## src/rtl/branch_resolve_predictor.sv

```systemverilog
// branch_resolve_predictor
// Resolves conditional branches in EX from the ALU flags and funct3. It also
// owns a direct-mapped table of 2-bit saturating counters: IF reads the
// table for a prediction, and EX retrains it.
// Optional feature macro: BRANCH_PERF_CNT_EN adds saturating branch and
// mispredict counters. When the macro is undefined, both counters read 0.
module branch_resolve_predictor #(
  parameter int         PC_W     = 32,
  parameter int         IDX_W    = 4,
  parameter logic [1:0] CTR_INIT = 2'b01,
  parameter int         CNT_W    = 32
) (
  input  logic             i_clk,
  input  logic             i_rst_n,
  input  logic [PC_W-1:0]  i_fetch_pc,
  output logic             o_pred_taken,
  input  logic             i_ex_valid,
  input  logic [PC_W-1:0]  i_ex_pc,
  input  logic             i_ex_pred_taken,
  input  logic [2:0]       i_funct_3,
  input  logic             i_z_flag,
  input  logic             i_s_flag,
  input  logic             i_v_flag,
  input  logic             i_c_flag,
  output logic             o_taken,
  output logic             o_mispredict,
  output logic             o_illegal_branch,
  output logic [CNT_W-1:0] o_branch_count,
  output logic [CNT_W-1:0] o_mispredict_count
);

  localparam int DEPTH = 1 << IDX_W;

  logic [1:0]       r_table [DEPTH];
  logic             r_illegal;
  logic [IDX_W-1:0] w_fetch_idx;
  logic [IDX_W-1:0] w_ex_idx;
  logic             w_legal;
  logic             w_cond;
  logic             w_update;
  logic [1:0]       w_ctr_cur;
  logic [1:0]       w_ctr_next;
  logic             w_unused_pc_bits;

  // Word-aligned PCs: bits [1:0] and the bits above the index do not select an entry.
  assign w_fetch_idx = i_fetch_pc[IDX_W+1:2];
  assign w_ex_idx    = i_ex_pc[IDX_W+1:2];
  assign w_unused_pc_bits = &{1'b0, i_fetch_pc[PC_W-1:IDX_W+2], i_fetch_pc[1:0],
                              i_ex_pc[PC_W-1:IDX_W+2], i_ex_pc[1:0]};

  // Branch condition decode; funct3 010/011 are reserved encodings.
  always_comb begin
    w_legal = 1'b1;
    w_cond  = 1'b0;
    case (i_funct_3)
      3'b000:  w_cond = i_z_flag;
      3'b001:  w_cond = ~i_z_flag;
      3'b100:  w_cond = i_s_flag ^ i_v_flag;
      3'b101:  w_cond = ~(i_s_flag ^ i_v_flag);
      3'b110:  w_cond = ~i_c_flag;
      3'b111:  w_cond = i_c_flag;
      default: w_legal = 1'b0;
    endcase
  end

  assign w_update     = i_ex_valid & w_legal;
  assign o_taken      = w_update & w_cond;
  assign o_mispredict = w_update & (o_taken != i_ex_pred_taken);

  // Prediction is a plain combinational read of the pre-update table (no bypass).
  assign o_pred_taken = r_table[w_fetch_idx][1];

  // Next value for the counter being retrained, saturating at both ends.
  always_comb begin
    w_ctr_cur  = r_table[w_ex_idx];
    w_ctr_next = w_ctr_cur;
    if (o_taken) begin
      if (w_ctr_cur != 2'b11) w_ctr_next = w_ctr_cur + 2'b01;
    end else begin
      if (w_ctr_cur != 2'b00) w_ctr_next = w_ctr_cur - 2'b01;
    end
  end

  // Counter table: reset to CTR_INIT, retrained on each legal resolved branch.
  always_ff @(posedge i_clk or negedge i_rst_n) begin
    if (!i_rst_n) begin
      for (int i = 0; i < DEPTH; i++) r_table[i] <= CTR_INIT;
    end else if (w_update) begin
      r_table[w_ex_idx] <= w_ctr_next;
    end
  end

  // One-cycle pulse flagging a branch that used a reserved funct3.
  always_ff @(posedge i_clk or negedge i_rst_n) begin
    if (!i_rst_n) r_illegal <= 1'b0;
    else          r_illegal <= i_ex_valid & ~w_legal;
  end

  assign o_illegal_branch = r_illegal;

`ifdef BRANCH_PERF_CNT_EN
  logic [CNT_W-1:0] r_branch_count;
  logic [CNT_W-1:0] r_mispredict_count;

  // Saturating performance counters; they stick at all-ones instead of wrapping.
  always_ff @(posedge i_clk or negedge i_rst_n) begin
    if (!i_rst_n) begin
      r_branch_count     <= '0;
      r_mispredict_count <= '0;
    end else begin
      if (w_update && !(&r_branch_count))
        r_branch_count <= r_branch_count + CNT_W'(1);
      if (o_mispredict && !(&r_mispredict_count))
        r_mispredict_count <= r_mispredict_count + CNT_W'(1);
    end
  end

  assign o_branch_count     = r_branch_count;
  assign o_mispredict_count = r_mispredict_count;
`else
  assign o_branch_count     = '0;
  assign o_mispredict_count = '0;
`endif

endmodule

```

## config.mk

```make
export PLATFORM = sky130hd
export DESIGN_NAME = branch_resolve_predictor
export DESIGN_NICKNAME = d
export VERILOG_FILES = /design/src/rtl/branch_resolve_predictor.sv
export SDC_FILE = /design/constraint.sdc
export NUM_CORES = 1
export LEC_CHECK = 0
export ABC_AREA = 1
export CAP_MARGIN = 10
export CORE_ASPECT_RATIO = 1.5
export CORE_MARGIN = 2
export CORE_UTILIZATION = 44
export CTS_BUF_LIST = sky130_fd_sc_hd__clkbuf_4
export DETAILED_ROUTE_END_ITERATION = 8
export GPL_ROUTABILITY_DRIVEN = 0
export PLACE_DENSITY = 0.89
export SLEW_MARGIN = 20
export SYNTH_ARGS = -nofsm -noshare
export SYNTH_HDL_FRONTEND = slang
export SYNTH_SLANG_ARGS = --single-unit
```

## constraint.sdc

```tcl
create_clock -name i_clk -period 2.81 [get_ports i_clk]
set_input_delay 0.281 -clock i_clk [delete_from_list [all_inputs] [get_ports i_clk]]
set_output_delay 0.281 -clock i_clk [all_outputs]
set_load 0.05 [all_outputs]
```

==> out/metrics.cfg <==
[global_route]
grt_usage_pct=17.87
antenna_found_initial=0
grt_start_max_net_pins=34
grt.overflow.total=0
grt_pass1_wl_um=9273
grt_pass1_vias=2224

[clock_network]
cts_made_buffers=5
root_buffer=clkbuf_4
post_cts_buffers=0
post_cts_resized=0
cts_hold_buffers=0
cts_tree=built
clock-sinks=33
clock_path_buffers=2
clk_pin_slew_ps=110
clock_latency_ps=350
cts_max_level=2

[yosys]
synth_top_family_by_area=simple AND/OR/NAND/NOR gates
yosysMostFrequentCell=nand2_1
synthDominantAreaCellType=nand2_1
async_flop_share_pct=100.0
synthesis.area_sq_um=2643
synth-compound-area-share_pct=4.072
ys_seq_elements=33
syn_area_per_cell_sq_um=6.368
synth_top_cells_by_area=nand2_1 (25%), buf_4 (19%), dfrtp_1 (16%)
synthXorXnorAreaFrac_pct=0.6629
synth.top_cells.by_count=nand2_1 (178), buf_4 (67), inv_1 (39)
synth-edff-count=0
synthFlopType=dfrtp_1
ys_warn_count=0
synth_simple_gate_area_share_pct=34.80
synth_cell_types=23
synth_adder_area_share_pct=0
synth.top_cell.area_share_pct=25.28
ys_seq_area_share_pct=32.01
muxShareOfSynthArea_pct=1.136
synthCells=415

[layout]
antennaDiodeCount=0
area_growth_pct=4.025
layout.nets=515
nFillCells=609
postLayoutCellArea_sq_um=2749
final_util_pct=47.51
regArea_sq_um=845.8
post_route_cells_drive_above_1_share_pct=10.20
multiInputGateArea_sq_um=1315

[min_path]
min_path_type=in2async

[detailed_routing]
routed_via_density=4.639
ant_nets=0
drtIter0Drc=63
post-route-drc-count=0
dr.pass1.iters=4
wl_per_cell_um=10.58
vias=2380
finalWirelength_um=5425

[timing]
skew_ps=11.64
post-route-period-util_pct=75.08
rsz0062_at_grt=no
slew_headroom_pct=66.86
finalSetupViolCount=0
fmax_mhz=474.0
final_hold_viol_count=0
drv_slew=0
fin_crit_ps=2110
setup_tns_ps=0
worstMarginPinSlew_ps=495.5

[setup_path]
start_kind=input port
cp_data_arrival_time_ps=1830
critical_path_class=in2out
path_max_fanout=13
required_ps=2530
end_kind=output pin
r2r_setup_slack_ps=1080

[power_and_ir_drop]
pwr_density_cell_nw_per_um2=461.7
vdd_ir_drop_max_mv=0.2157
power_mw=1.269
p_leak_nw=1.506

[floorplanning]
num_rows=34
num_io_pins=143
die_h_um=98.92
core_sq_um=5786
start_util_pct=45.67
fp.dieW_um=67.28
die_area_sq_um=6655

[placed_design]
dp_hpwl_um=4165
placed_area_sq_um=2694
io_buffers=22

[job]
maxCapViolCount=0

[status]
outcome=finished, final reports clean

==> logic make-up after synthesis <==
logic type / after synthesis
xor+xnor: 2
simple gates: 235
other cells: 1
compound gates: 21
mux: 3
buf+inv: 120
flops: 33
==> through the flow <==
step           hold slack [ps]  setup slack (ps)  cells
6_report                 320.5             700.2    513
3_5_place_dp             457.3             620.1    505
3_3_place_gp             453.2             677.5    505
2_1_floorplan           -14.59             590.9    478
5_1_grt                  361.7             609.8    513
4_1_cts                  334.9             669.7    513
==> state kept, by name (all words and copies together), names as in the netlist <==
signal	count
r_table	32
o_illegal_branch	1
==> routing by layer <==
layer / routed length (um) / track usage, % / share of wire (%) / up-vias
met3: 395 / 2.968 / 7.3 / 17
met1: 2002 / 19.21 / 37 / 1075
met2: 2891 / 31.76 / 53 / 122
met5: 0 / 0 / 0 / -
li1: - / - / - / 1166
met4: 135 / 10.20 / 2.5 / 0
==> power breakdown <==
part / switching (mW) / total, mW / internal (mW)
combinational: 0.345 / 0.434 / 0.0892
clock: 0.174 / 0.269 / 0.0942
sequential: 0.0259 / 0.566 / 0.540
==> cells in the final DEF (no fill, tap or decap) <==
cell type / n
conb_1: 64
inv_2: 9
xor2_1: 1
dfrtp_1: 17
mux2i_1: 3
nor2_2: 1
a21oi_1: 7
clkinv_2: 2
o21ai_0: 10
o211ai_1: 1
clkbuf_4: 5
nand2_2: 3
nor2_1: 31
nand3_1: 20
clkdlybuf4s50_1: 19
dfstp_2: 16
nand2_1: 178
buf_12: 1
o21ai_1: 3
clkinvlp_4: 1
xnor2_1: 1
nor3_1: 2
inv_1: 39
buf_4: 7
==> path summary, 6_finish.rpt <==
| kind | startpoint | end | cells past startpoint |
|---|---|---|---|
| setup reg to reg | r_table[6] | r_table[7] | 12 |
| hold / removal | i_rst_n | r_table[15] | 2 |
| setup / recovery | i_fetch_pc[2] | o_pred_taken | 7 |
| min in group i_clk | i_ex_valid | o_illegal_branch | 3 |
| max in group asynchronous | i_rst_n | r_table[20] | 2 |
| hold reg to reg | r_table[0] | r_table[0] | 2 |
==> worst max-delay path, cell delays in order <==
cell and delay [ps]:
clkdlybuf4s50_1 450, buf_4 200, mux2i_1 110, o21ai_0 210, o21ai_0 100, o21ai_0 290
buf_12 180
==> area by class of cell <==
class,instances,share of cell area [%]
clock buffer,5,1.365
clock inverter,3,0.6372
inverter,48,6.554
multi-input combinational,325,47.84
sequential,33,30.77
tap,72,3.277
timing repair buffer,27,9.558
(Power assumes the default switching activity.)
